**src/rtl/shiftreg_delay_line.sv**
```systemverilog
// Circular-buffer delay line with a runtime-programmable delay of 1..DEPTH accepted samples.
// Delay mode takes in_data; recirculate mode replays the last delay_eff samples.
module shiftreg_delay_line #(
  parameter  int WIDTH = 8,
  parameter  int DEPTH = 256,
  localparam int AW    = $clog2(DEPTH + 1)
) (
  input  logic             clk,
  input  logic             rst_n,
  input  logic             clear,
  input  logic             mode,
  input  logic [AW-1:0]    delay,
  input  logic             in_valid,
  output logic             in_ready,
  input  logic [WIDTH-1:0] in_data,
  output logic             out_valid,
  output logic [WIDTH-1:0] out_data,
  output logic [AW-1:0]    fill_count,
  output logic             primed
);

  localparam int PW = (DEPTH > 1) ? $clog2(DEPTH) : 1;
  localparam int XW = AW + 1;

  logic [WIDTH-1:0] mem [DEPTH];
  logic [PW-1:0]    wptr;
  logic [PW-1:0]    raddr;
  logic [AW-1:0]    delay_eff;
  logic [XW-1:0]    wptr_x;
  logic [XW-1:0]    delay_x;
  logic [WIDTH-1:0] rd_data;
  logic [WIDTH-1:0] wr_data;
  logic             step;

  always_comb begin
    delay_eff = delay;
    if (delay == '0)
      delay_eff = AW'(1);
    else if (delay > AW'(DEPTH))
      delay_eff = AW'(DEPTH);
  end

  // Widen before subtracting so the wrap branch cannot underflow; both results fit in PW bits.
  always_comb begin
    wptr_x  = XW'(wptr);
    delay_x = XW'(delay_eff);
    if (wptr_x >= delay_x)
      raddr = PW'(wptr_x - delay_x);
    else
      raddr = PW'(wptr_x + XW'(DEPTH) - delay_x);
  end

  assign rd_data  = mem[raddr];
  assign primed   = (fill_count >= delay_eff);
  assign in_ready = ~mode;
  assign step     = mode ? primed : (in_valid & in_ready);
  assign wr_data  = mode ? rd_data : in_data;

  // Storage has no reset; a step coinciding with reset/clear is discarded.
  always_ff @(posedge clk) begin
    if (rst_n && !clear && step)
      mem[wptr] <= wr_data;
  end

  always_ff @(posedge clk) begin
    if (!rst_n || clear) begin
      wptr       <= '0;
      fill_count <= '0;
      out_valid  <= 1'b0;
      out_data   <= '0;
    end else if (step) begin
      out_data   <= rd_data;
      out_valid  <= primed;
      wptr       <= (wptr == PW'(DEPTH - 1)) ? '0 : wptr + PW'(1);
      fill_count <= (fill_count == AW'(DEPTH)) ? fill_count : fill_count + AW'(1);
    end else begin
      out_valid  <= 1'b0;
    end
  end

endmodule

```
**config.mk**
```make
export PLATFORM = sky130hd
export DESIGN_NAME = shiftreg_delay_line
export DESIGN_NICKNAME = d
export VERILOG_FILES = /design/src/rtl/shiftreg_delay_line.sv
export SDC_FILE = /design/constraint.sdc
export NUM_CORES = 2
export LEC_CHECK = 0
export CAP_MARGIN = 20
export CORE_UTILIZATION = 45
export DETAILED_ROUTE_END_ITERATION = 8
export HOLD_SLACK_MARGIN = 0.02
export SLEW_MARGIN = 20
export SYNTH_ARGS = -nofsm -noshare
export SYNTH_HDL_FRONTEND = slang
export SYNTH_SLANG_ARGS = --single-unit
```
**constraint.sdc**
```tcl
create_clock -name clk -period 40.2 [get_ports clk]
set_input_delay 6.03 -clock clk [delete_from_list [all_inputs] [get_ports clk]]
set_output_delay 6.03 -clock clk [all_outputs]
set_load 0.1 [all_outputs]
```
==> flow_summary_export.csv <==
group,metric,value,unit
critical_path,cp_slowest_cell,"clkdlybuf4s50_1",
place,gp_congestion,0.838,
floorplan,row_count,156,
clocking,cts-root-buf,"clkbuf_16",
floorplan,die_h,429,µm
critical_path,worstSetupEndpoint,"primed",
sta,clock.fmax,61.8,MHz
grt,overflow,0,
sta,fin_crit,16.17,ns
detailed_routing,drcViolationCount,0,
logic_synthesis,synth_xor_area_frac,0.00180,
outcome,status,"complete, no violations",
final_layout,layout-drive-gt1-share,0.269,
logic_synthesis,yosys.area_share.simple,0.0479,
logic_synthesis,synth_nets,4090,
clocking,clk_pin_slew,0.06,ns
final_layout,final_cell_mix,"edfxtp_1, mux4_2, nand2_1",
critical_path,cp.depth,12,
critical_path,critPathLaunchType,"input pin",
grt,grt_pass1_vias,41700,
critical_path,setup.worst_path.start,"delay[6]",
logic_synthesis,synth.area.mux_share,0.158,
floorplan,die_w,429,µm
clocking,clock_sinks,2074,
critical_path,critPathKind,"input pin to primary output",
sta,setup_violations,0,
logic_synthesis,syn_inst,4045,
grt,grt_usage,0.222,
logic_synthesis,synth.distinct_cells,58,
hold_path,hold_class,"flip-flop to flip-flop",
detailed_routing,antenna_left,0,
critical_path,crit_arrival,10.14,ns
grt,grt_first_pass_wirelength,295000,µm
logic_synthesis,synth_top_family_by_area,"multiplexers",
sta,slew_headroom,0.251,
clocking,cts_buffers,206,
critical_path,reg2reg_slack,31.91,ns
job,max-cap-violations,0,
final_layout,layout_commonest_cell,"edfxtp_1",
floorplan,start_util,0.453,
sta,layout_setup_ws,24.03,ns
clocking,clk_path_buf_depth,3,
clocking,hold_buffers,0,
logic_synthesis,synth_edf_count,2048,
critical_path,path_cells,"clkdlybuf4s50_1 > nor3_1 > a21oi_1 > nor2_1 > ha_1 > nand2b_1 > a21o_1 > a21o_1 > a211oi_1 > o21a_1 > nor2_1 > clkdlybuf4s50_1",
critical_path,required,34.17,ns
power,cellPowerDensity,53.0,nW/µm²
clocking,post-cts-setup-buffer-count,0,
final_layout,syn2layout_area_growth,13.5,%
detailed_routing,drt_iter0_drc,4340,
grt,antenna_found_initial,2,
floorplan,ios,42,
place,hpwlAfterDp,118000,µm
sta,finalClockSkew,0.0575,ns
critical_path,path_delay_family,"buffers and inverters",
clocking,cts-resized-gates,0,
sta,post-route-period-util,0.402,
sta,worst_pin_slew,1.12,ns
detailed_routing,vias_per_cell,5.98,
detailed_routing,drtPass1Iterations,6,
logic_synthesis,synth_compound_area_frac,0.0164,
critical_path,max_stage_delay,1.26,ns
logic_synthesis,ys_warn_count,0,
critical_path,reg2reg_depth,14,
critical_path,critPathBufInv,2,
final_layout,nets,4329,
critical_path,reg2reg_to,"mem[57][4]$_DFFE_PP_",
detailed_routing,wl_per_cell,29.8,µm
sta,fin_tns_setup,0,ns
detailed_routing,vias,40800,
sta,rsz0062_at_grt,"no",
grt,grt_max_degree,217,
critical_path,critPathCaptureType,"primary output",
clocking,insertion_delay,0.84,ns
power,leakage,29.3,nW
critical_path,worstReg2RegStart,"wptr[0]$_SDFFE_PP0P_",
floorplan,dieArea,184000,µm²
logic_synthesis,ys.flop_type,"edfxtp_1",
detailed_routing,wl,203000,µm
place,pre_cts_slack,24.03,ns
power,peakVddDrop,0.0437,mV
clocking,cts_tree,"done",
sta,maxSlewViolCount,0,
floorplan,fp.coreArea,181000,µm²
logic_synthesis,synthArstFlopShare,0,
logic_synthesis,yosys.area_share.adder,0.00360,
place,portBuffers,41,
logic_synthesis,yosys_register_bits,2074,
sta,hold_viol,0,
clocking,cts_htree_levels,4,
critical_path,crit_fanout,2,
logic_synthesis,syn_area_per_cell,20.3,µm²
logic_synthesis,ys_seq_area_frac,0.756,
logic_synthesis,syn_area,82000,µm²
-- worst min-delay path by stage --
stage	start	to	cells after the start
after floorplan	wptr[3]$_SDFFE_PP0P_	wptr[3]$_SDFFE_PP0P_	2
after global placement	out_data[6]$_SDFFE_PP0P_	out_data[6]$_SDFFE_PP0P_	2
after detailed placement	out_data[6]$_SDFFE_PP0P_	out_data[6]$_SDFFE_PP0P_	2
after CTS	out_data[6]$_SDFFE_PP0P_	out_data[6]$_SDFFE_PP0P_	2
after global routing	out_data[6]$_SDFFE_PP0P_	out_data[6]$_SDFFE_PP0P_	2
final	out_data[6]$_SDFFE_PP0P_	out_data[6]$_SDFFE_PP0P_	2
-- synthesized netlist by cell type (9+ instances only) --
master	number	area, µm²
and3_1	43	269
mux4_2	537	12100
o22ai_1	9	56.3
xor2_1	10	87.6
buf_2	74	370
mux2i_1	44	440
buf_4	28	210
nor2_1	92	345
nand3_1	95	475
nand4_1	15	93.8
ha_1	22	275
a31o_2	26	228
o21a_1	9	67.6
a31oi_1	14	87.6
mux2_2	40	450
buf_6	15	169
dfxtp_1	26	521
a311oi_1	30	263
edfxtp_1	2048	61500
nand2_1	374	1400
o21ai_0	10	50.1
nor2b_1	11	68.8
a21oi_1	29	145
clkbuf_1	120	450
nor3_1	212	1060
a22oi_1	13	97.6
buf_1	17	63.8
-- worst register-to-register path: stages (launching register included) --
cell	delay, ns
dfxtp_1	0.48
inv_1	0.20
ha_4	0.82
buf_4	0.84
buf_4	0.63
buf_4	0.79
mux4_2	0.68
mux4_2	0.55
nand2_1	0.11
a21oi_1	0.15
a2111oi_2	0.82
nand4_1	0.33
mux2_8	0.53
buf_16	0.32
buf_4	0.57
-- kinds of logic (layout without fill, tap and decap cells) --
logic type / after synthesis / count (layout)
muxes: 621 / 621
and+or+nand+nor: 871 / 871
xor gates and xnor gates: 16 / 16
AOI/OAI and AO/OA: 178 / 178
buffers and inverters: 262 / 671
other: 0 / 1
DFF: 2074 / 2074
adders and majority gates: 23 / 23
-- routing by layer --
metal | global-route usage | wire (µm) | up-vias
li1 | - | - | 17200
met1 | 0.310 | 83600 | 21800
met2 | 0.356 | 98900 | 1449
met3 | 0.0357 | 13600 | 357
met4 | 0.0770 | 7140 | 0
met5 | 0 | 0 | -
-- power breakdown --
part | total [mW] | leakage, nW | internal (mW) | switching (mW)
Combinational | 0.547 | 7.45 | 0.165 | 0.382
Sequential | 2.52 | 18.7 | 2.52 | 0.000886
Clock | 1.87 | 3.19 | 1.06 | 0.805
-- through the flow --
step / power, mW / hold WS [ns] / instances / area [µm²] / util
2_1_floorplan: 2.92 / 0.491 / 4045 / 82000 / -
3_3_place_gp: 3.10 / 0.526 / 6441 / 86400 / 0.478
3_5_place_dp: 3.11 / 0.527 / 6441 / 86400 / 0.478
4_1_cts: 4.97 / 0.539 / 6819 / 93000 / 0.514
5_1_grt: 5.08 / 0.536 / 6825 / 93100 / 0.515
6_report: 4.93 / 0.536 / 6825 / 93100 / 0.515
-- sequential cells by signal (all words and copies together), names as in the netlist --
register,cells
mem,2048
fill_count,9
out_data,8
wptr,8
out_valid,1
-- layout make-up --
type | instances | area [µm²]
clock inverter | 109 | 993
clock buffer | 269 | 5530
fill | 14300 | 87800
tap | 2370 | 2970
inverter | 8 | 30.0
antenna | 1 | 2.50
multi-input combinational | 1709 | 19100
sequential | 2074 | 62000
timing repair buffer | 285 | 2420
(Power assumes the default switching activity.)
